===== src/rtl/ndm_reset_seq.sv =====
// Reset sequencer downstream of the debug module's ndmreset request:
// asserts peripheral and hart resets, waits for acks, then releases in order.
module ndm_reset_seq #(
    parameter int unsigned NrHarts      = 1,
    parameter int unsigned AssertCycles = 16,
    parameter int unsigned ReleaseGap   = 4,
    parameter int unsigned AckTimeout   = 1024
) (
    input  logic               clk_i,
    input  logic               rst_i,
    input  logic               ndmreset_req_i,
    input  logic               dmactive_i,
    input  logic [NrHarts-1:0] hart_rst_ack_i,
    output logic               periph_rst_o,
    output logic [NrHarts-1:0] hart_rst_o,
    output logic               busy_o,
    output logic               seq_done_o,
    output logic               timeout_o
);

    localparam int unsigned CntMax =
        (AssertCycles > ReleaseGap) ? AssertCycles : ReleaseGap;
    localparam int unsigned CntW  = $clog2(CntMax + 1);
    localparam int unsigned TcntW = $clog2(AckTimeout + 1);

    localparam logic [CntW-1:0]  MinLast = CntW'(AssertCycles - 1);
    localparam logic [CntW-1:0]  GapLast = CntW'(ReleaseGap - 1);
    localparam logic [TcntW-1:0] ToLast  = TcntW'(AckTimeout - 1);
    localparam logic [TcntW-1:0] ToSat   = TcntW'(AckTimeout);

    localparam logic [1:0] IDLE       = 2'd0;
    localparam logic [1:0] ASSERT     = 2'd1;
    localparam logic [1:0] HOLD       = 2'd2;
    localparam logic [1:0] REL_PERIPH = 2'd3;

    logic [1:0]       state_q, state_d;
    logic [CntW-1:0]  cnt_q, cnt_d;
    logic [TcntW-1:0] tcnt_q, tcnt_d;
    logic             min_done_q, min_done_d;
    logic             periph_q, periph_d;
    logic             hart_q, hart_d;
    logic             done_q, done_d;
    logic             timeout_q, timeout_d;

    logic req;
    logic acks_ok;
    logic min_done;
    logic to_hit;

    assign req      = ndmreset_req_i & dmactive_i;
    assign acks_ok  = &hart_rst_ack_i;
    assign min_done = min_done_q | (cnt_q == MinLast);
    // A timeout reached in the same cycle already permits the exit
    assign to_hit   = timeout_q | (tcnt_q == ToLast);

    always_comb begin
        state_d    = state_q;
        cnt_d      = cnt_q;
        tcnt_d     = tcnt_q;
        min_done_d = min_done_q;
        periph_d   = periph_q;
        hart_d     = hart_q;
        done_d     = 1'b0;
        timeout_d  = timeout_q;
        case (state_q)
            IDLE: begin
                if (req) begin
                    state_d    = ASSERT;
                    cnt_d      = '0;
                    tcnt_d     = '0;
                    min_done_d = 1'b0;
                    periph_d   = 1'b1;
                    hart_d     = 1'b1;
                    timeout_d  = 1'b0;
                end
            end
            ASSERT: begin
                cnt_d      = min_done ? cnt_q : cnt_q + CntW'(1);
                min_done_d = min_done;
                tcnt_d     = (tcnt_q == ToSat) ? tcnt_q : tcnt_q + TcntW'(1);
                timeout_d  = to_hit;
                if (min_done && (acks_ok || to_hit)) begin
                    cnt_d = '0;
                    if (req) begin
                        state_d = HOLD;
                    end else begin
                        state_d  = REL_PERIPH;
                        periph_d = 1'b0;
                    end
                end
            end
            HOLD: begin
                if (!req) begin
                    state_d  = REL_PERIPH;
                    cnt_d    = '0;
                    periph_d = 1'b0;
                end
            end
            REL_PERIPH: begin
                // A re-request beats a release landing in the same cycle
                if (req) begin
                    state_d    = ASSERT;
                    cnt_d      = '0;
                    tcnt_d     = '0;
                    min_done_d = 1'b0;
                    periph_d   = 1'b1;
                end else if (cnt_q == GapLast) begin
                    state_d = IDLE;
                    cnt_d   = '0;
                    hart_d  = 1'b0;
                    done_d  = 1'b1;
                end else begin
                    cnt_d = cnt_q + CntW'(1);
                end
            end
            default: begin
                state_d = IDLE;
            end
        endcase
    end

    always_ff @(posedge clk_i) begin
        if (rst_i) begin
            state_q    <= IDLE;
            cnt_q      <= '0;
            tcnt_q     <= '0;
            min_done_q <= 1'b0;
            periph_q   <= 1'b0;
            hart_q     <= 1'b0;
            done_q     <= 1'b0;
            timeout_q  <= 1'b0;
        end else begin
            state_q    <= state_d;
            cnt_q      <= cnt_d;
            tcnt_q     <= tcnt_d;
            min_done_q <= min_done_d;
            periph_q   <= periph_d;
            hart_q     <= hart_d;
            done_q     <= done_d;
            timeout_q  <= timeout_d;
        end
    end

    assign periph_rst_o = periph_q;
    assign hart_rst_o   = {NrHarts{hart_q}};
    assign busy_o       = (state_q != IDLE);
    assign seq_done_o   = done_q;
    assign timeout_o    = timeout_q;

endmodule


===== config.mk =====
export PLATFORM = sky130hd
export DESIGN_NAME = ndm_reset_seq
export DESIGN_NICKNAME = d
export VERILOG_FILES = /design/src/rtl/ndm_reset_seq.sv
export SDC_FILE = /design/constraint.sdc
export NUM_CORES = 1
export LEC_CHECK = 0
export CORE_ASPECT_RATIO = 0.9
export CORE_MARGIN = 10
export CORE_UTILIZATION = 40
export DETAILED_ROUTE_END_ITERATION = 8
export PLACE_DENSITY_LB_ADDON = 0.3
export SKIP_CTS_REPAIR_TIMING = 1
export SYNTH_ARGS = -nofsm -noshare
export SYNTH_HDL_FRONTEND = slang
export SYNTH_SLANG_ARGS = --single-unit

===== constraint.sdc =====
create_clock -name clk_i -period 3.3 [get_ports clk_i]
set_clock_uncertainty 0.2 [all_clocks]
set_input_delay 0.99 -clock clk_i [delete_from_list [all_inputs] [get_ports clk_i]]
set_output_delay 0.99 -clock clk_i [all_outputs]
set_load 0.1 [all_outputs]

==> PnR_summary.wiki, run 1 <==
{| class="wikitable"
! Metric !! Value
|-
| Worst-Skew Late Latency || 0.31 ns
|-
| Part of the Yosys area used for sequential elements || 36.6%
|-
| Max-slew violation count || 0
|-
| Hold Crit Class || flip-flop to flip-flop
|-
| GRT Resource Usage Total || 10.1%
|-
| Setup TNS after final layout || 0 ns
|-
| Number of hold-slack violations in the final timing report || 0
|-
| Crit path required time || 2.11 ns
|-
| Synthesized-area fraction occupied by adder cells || 7.96%
|-
| Root cell of the clock tree || clkbuf_4
|-
| Wire length of the first global-routing pass || 4.80 mm
|-
| Biggest area contributors in the synthesized netlist || dfxtp_1, ha_1, nor2_1, a21oi_1, nand3_1
|-
| Iteration count of the initial detailed-routing pass || 4
|-
| PwrDens || 605 nW/um^2
|-
| Placement Rows || 19
|-
| Summed instance area of the synthesized netlist || 1260 um^2
|-
| P_leak || 0.498 nW
|-
| Largest stage delay on the critical path || 0.41 ns
|-
| CP startpoint kind || flip-flop
|-
| Routed vias/inst || 5.45
|-
| Vias after detailed routing || 1111
|-
| Main combinational cell family by area after synthesis || simple AND/OR/NAND/NOR gates
|-
| Count of antenna diodes in the layout || 0
|-
| Clock slew at reported path FFs || 0.13 ns
|-
| Cells after Synth || 151
|-
| Drt total wl || 2.85 mm
|-
| RSZ-0062 raised after global routing || no
|-
| Number of buffers created by CTS || 3
|-
| Placer congestion estimate || 0.800
|-
| Antenna Nets Post-Route || 0
|-
| Count of buffer and inverter cells on the critical path || 3
|-
| Number of enable-type register cells in the synthesized netlist || 0
|-
| Highest clock rate || 384 MHz
|-
| Remaining global-route overflow || 0
|-
| CP Data Arrival Time || 1.42 ns
|-
| Post-synth ARST share || 0%
|-
| Max Cap Viol || 0
|-
| Area of the core || 3040 um^2
|-
| TritonCTS clock tree || built
|-
| Largest area contributor in the netlist || dfxtp_1
|-
| Primary FF master, synth || dfxtp_1
|-
| CP max FO || 6
|-
| First-iteration detailed-routing DRC count || 64
|-
| Ys Warns || 0
|-
| Worst-Margin Slew || 0.638 ns
|-
| Register bit count reported by yosys || 23
|-
| Area share of the largest cell type after synthesis || 36.6%
|-
| CP dominant cell by count || inv_1
|-
| Most instantiated library cell after synthesis || dfxtp_1
|-
| Worst-case clock buffer depth || 2
|-
| Residual DRC || 0
|-
| Final setup violation count || 0
|-
| Clk sink count || 23
|-
| Die Footprint || 5790 um^2
|-
| Critical path type || flip-flop to output port
|-
| Minimum clock period || 2.61 ns
|-
| Slew margin rel. || 56.9%
|-
| Ratio of cells with drive above 1 in the final layout || 9.88%
|-
| Antenna violations before repair || 0
|-
| Die Span X || 79.1 um
|-
| Count of distinct cell types in the synthesized netlist || 37
|-
| I/O pins || 10
|-
| Routed length per instance || 14.0 um
|-
| Number of global-route vias before repair || 1053
|-
| Maximum number of pins on one net before global-route repair || 13
|-
| Run status || finished clean
|-
| Number of nets in the layout || 176
|-
| Mean instance size in the synthesized netlist || 8.33 um^2
|-
| Post-Synth XOR/XNOR Area || 5.57%
|-
| Crit-path cells || inv_1, ha_1, inv_1, buf_4
|-
| Detailed placement HPWL || 2.19 mm
|-
| Initial standard-cell utilization of the core || 41.3%
|-
| Kind of cell adding the most delay to the critical path || buffers and inverters
|-
| Hold Worst Slack || 0.302 ns
|-
| Worst setup EP type || output port
|-
| Die extent in y || 73.2 um
|-
| Final Power || 0.000853 W
|-
| Period Utilization, post-route || 79.0%
|-
| Post-synthesis mux area share || 0%
|-
| Leading cell types by count after synthesis || dfxtp_1, nor2_1, a21oi_1, nand3_1, inv_1
|-
| Max stage delay cell, worst path || dfxtp_1
|-
| H-Tree Depth || 1
|-
| Share of synthesized cell area in and, or, nand and nor gates || 25.7%
|-
| Area added between synthesis and finish || 12.1%
|-
| Compound-gate portion of the synthesized area || 20.3%
|-
| Net count after synthesis || 164
|-
| Peak supply drop || 396 uV
|-
| Port Buffer Count || 9
|}
==> stage by stage <==
stage / area [um^2] / setup slack, ns / util [%] / instances
2_1_floorplan: 1260 / 0.851 / - / 151
3_3_place_gp: 1380 / 0.456 / 45.5 / 200
3_5_place_dp: 1380 / 0.395 / 45.5 / 200
4_1_cts: 1410 / 0.670 / 46.3 / 204
5_1_grt: 1410 / 0.568 / 46.3 / 204
6_report: 1410 / 0.694 / 46.3 / 204
==> final timing paths <==
check,startpoint,end,slack (ns),cells after the start
max,state_q[0],busy_o,0.69,4
min,cnt_q[1],cnt_q[1],0.30,2
max reg2reg,cnt_q[0],cnt_q[4],0.90,7
min reg2reg,cnt_q[1],cnt_q[1],0.30,2
==> cells in the final DEF, fill, tap and decap left out, types with 2 or more instances in the layout <==
cell type        Yosys  layout
buf_4                0       6
nand3_1             12      12
o21ai_0              4       4
o2111ai_1            2       2
inv_1               10      10
clkbuf_4             0       3
o211ai_1             3       3
nor2_1              21      21
a311oi_1             2       2
a21o_1               2       2
nor3b_1              2       2
ha_1                 8       8
xor2_1               6       6
nor4b_1              3       3
xnor2_1              2       2
o31ai_1              2       2
a31oi_1              2       2
nand4_1              6       6
dfxtp_1             23      23
nand2_1              7       7
a21oi_1             12      12
clkdlybuf4s50_1      0       4
and3_1               3       3
==> worst register-to-register path, stage by stage (launching register included) <==
cell and delay (ns):
dfxtp_1 0.37, ha_1 0.25, and3_1 0.20, ha_1 0.20
or2_2 0.31, a21oi_1 0.44, o21ai_2 0.16, o31ai_1 0.21
==> registers in the layout, summed over array words and instances (netlist names) <==
signal        count
periph_rst_o      1
tcnt_q           11
min_done_q        1
state_q           2
seq_done_o        1
hart_rst_o        1
cnt_q             5
timeout_o         1
==> layer usage <==
| metal | global-route usage, % | wire length (um) | up-vias | part of all wire (%) |
|---|---|---|---|---|
| met4 | 1.99 | 20 | 0 | 0.70 |
| met3 | 3.33 | 107 | 2 | 3.8 |
| met5 | 0 | 0 | - | 0 |
| met2 | 16.3 | 1290 | 15 | 45 |
| li1 | - | - | 573 | - |
| met1 | 12.8 | 1430 | 521 | 50 |
==> kinds of logic after synthesis <==
logic type | Yosys count
fa+ha+maj | 8
flops | 23
buf+inv | 13
compound gates | 38
xor+xnor | 8
simple gates | 61
==> where the power goes <==
| part | internal (W) | switching, W |
|---|---|---|
| clock | 0.0000472 | 0.0000863 |
| combinational | 0.000112 | 0.000279 |
| sequential | 0.000304 | 0.0000251 |
| total | 0.000463 | 0.000390 |
==> layout make-up <==
type / count / area, um^2
fillers: 331 / 1630
multi-input cells: 115 / 748
flip-flops and latches: 23 / 460
repair buffers: 10 / 85.1
well taps: 42 / 52.6
inverters: 10 / 37.5
clock buffers: 4 / 26.3
Power figures use the tool's default switching activity.
==> inputs of run 2 (changes only) <==
- clock period: 3.3 -> 2.2 ns (I/O delays scaled with it)
==> run 2 against run 1 <==
  * Critical path depth grew 4
  * Sequential share of layout area decreased by 3.2 points
  * Non-clock buffer count increased by 11
  * Setup slack worse by 0.60 ns
  * Final cell count up 5.4%
  * First-iteration DRC count grew 80%
  * Design area grew 12%
  * Die area is the same
  * Largest cell class unchanged
  * Register-to-register slack worse by 0.80 ns
==> PnR_summary.wiki, run 2 (synthesized netlist as in run 1, its figures left out) <==
{| class="wikitable"
! Metric !! Value
|-
| Run status || finished clean
|-
| Root cell of the clock tree || clkbuf_4
|-
| I/O pins || 10
|-
| Hold_sp || cnt_q[0]
|-
| Number of buffers created by CTS || 3
|-
| Critical path type || flip-flop to flip-flop
|-
| Die Footprint || 5790 um^2
|-
| Count of antenna diodes in the layout || 0
|-
| Area added between synthesis and finish || 26.0%
|-
| CP max FO || 6
|-
| Worst-Skew Late Latency || 0.31 ns
|-
| Area of the multi-input gates || 771 um^2
|-
| Largest Register || tcnt_q
|-
| Drt total wl || 3.01 mm
|-
| PnR worst setup slack || 0.0950 ns
|-
| Initial standard-cell utilization of the core || 41.3%
|-
| Residual DRC || 0
|-
| Number of nets in the layout || 187
|-
| Layout filler cell count || 317
|-
| Worst R2R Path Depth || 8
|-
| PwrDens || 890 nW/um^2
|-
| H-Tree Depth || 1
|-
| Iteration count of the initial detailed-routing pass || 4
|-
| Vias after detailed routing || 1177
|-
| Clk sink count || 23
|-
| Most frequent cells in the layout || nor2_1, dfxtp_1, a21oi_1, buf_4, nand3_1
|-
| Antenna Nets Post-Route || 0
|-
| GRT Resource Usage Total || 11.0%
|-
| Maximum number of pins on one net before global-route repair || 13
|-
| Worst setup path end || cnt_q[0]
|-
| Hold Crit Class || flip-flop to flip-flop
|-
| Minimum clock period || 2.10 ns
|-
| Final setup violation count || 0
|-
| Total stage count of the critical path || 8
|-
| R2R Path Start || cnt_q[0]
|-
| Worst-case clock buffer depth || 2
|-
| Placer congestion estimate || 0.878
|-
| Detailed placement HPWL || 2.33 mm
|-
| CP startpoint kind || flip-flop
|-
| Die extent in y || 73.2 um
|-
| Die Span X || 79.1 um
|-
| Placed Cells incl. Taps || 211
|-
| Worst setup EP type || flip-flop
|-
| Max FFs per register || 11
|-
| Registers with the most flip-flops || tcnt_q: 11 flops, cnt_q: 5 flops, state_q: 2 flops
|-
| Slew margin rel. || 68.1%
|-
| Kind of cell adding the most delay to the critical path || compound AO/OA/AOI/OAI gates
|-
| Max-slew violation count || 0
|-
| Antenna violations before repair || 0
|-
| Crit path launch || cnt_q[0]
|-
| Worst-Margin Slew || 0.472 ns
|-
| Sequential cell area || 467 um^2
|-
| Clock slew at reported path FFs || 0.13 ns
|-
| R2R Setup Slk || 0.1 ns
|-
| Routed vias/inst || 5.47
|-
| Number of standard cells in the layout, taps in and fillers out || 215
|-
| Remaining global-route overflow || 0
|-
| Setup WS pre-CTS || -0.182 ns
|-
| Ratio of cells with drive above 1 in the final layout || 19.7%
|-
| Period Utilization, post-route || 95.7%
|-
| Crit path required time || 2.23 ns
|-
| Number of hold-slack violations in the final timing report || 0
|-
| Peak supply drop || 524 uV
|-
| P_leak || 0.571 nW
|-
| Commonest non-fill, non-tap cell in the layout || nor2_1
|-
| Crit-path cells || ha_1, and3_1, ha_2, or2_4, a21oi_1, buf_4, o21ai_2, o31ai_1
|-
| Wire length of the first global-routing pass || 5.28 mm
|-
| CP Data Arrival Time || 2.14 ns
|-
| Highest clock rate || 475 MHz
|-
| Placement Rows || 19
|-
| Endpoint of the lowest-slack register-to-register path || cnt_q[0]
|-
| Routed length per instance || 14.0 um
|-
| First-iteration detailed-routing DRC count || 115
|-
| Hold Worst Slack || 0.264 ns
|-
| Port Buffer Count || 9
|-
| Largest stage delay on the critical path || 0.38 ns
|-
| Max Cap Viol || 0
|-
| Max stage delay cell, worst path || dfxtp_4
|-
| Area of the core || 3040 um^2
|-
| Number of global-route vias before repair || 1137
|-
| Count of buffer and inverter cells on the critical path || 1
|-
| TritonCTS clock tree || built
|}
run 2: layout make-up:
cell class	instances	share of cell area [%]
clock buffers	4	1.66
well taps	42	3.32
repair buffers	21	14.5
flip-flops and latches	23	29.5
multi-input cells	115	48.7
inverters	10	2.37
run 2: worst min-delay path by stage:
stage | end | slack [ns] | cells past startpoint
finish | cnt_q[0] | 0.26 | 1
CTS | cnt_q[1] | 0.30 | 2
detailed placement | cnt_q[1] | 0.28 | 2
global route | cnt_q[0] | 0.29 | 1
floorplan | cnt_q[1] | 0.25 | 2
global placement | cnt_q[1] | 0.27 | 2
run 2: layer usage:
metal,GRT usage (%),routed length [um],vias up
met5,0,0,-
met4,1.79,20,0
met3,2.96,144,2
met2,18.2,1400,21
met1,14.2,1450,558
li1,-,-,596
run 2: report_power, final:
group          internal, W  switching (W)
Combinational     0.000257       0.000454
Clock            0.0000707       0.000123
Sequential        0.000460      0.0000428
Total             0.000789       0.000621
run 2: worst reg2reg max path: cells and delay by family (launching register included):
kind,cells,cell delay [ns]
AOI/OAI and AO/OA,3,0.46
adders and majority gates,2,0.39
DFF,1,0.38
buffers and inverters,1,0.17
and+or+nand+nor,2,0.43
run 2: through the flow:
stage / TNS (ns) / area (um^2) / utilization, % / power, W
global route: -0.0111 / 1580 / 52.1 / 0.00151
detailed placement: -1.65 / 1530 / 50.2 / 0.00120
CTS: 0 / 1560 / 51.1 / 0.00141
floorplan: 0 / 1260 / - / 0.000948
global placement: -1.15 / 1530 / 50.2 / 0.00117
finish: 0 / 1580 / 52.1 / 0.00141
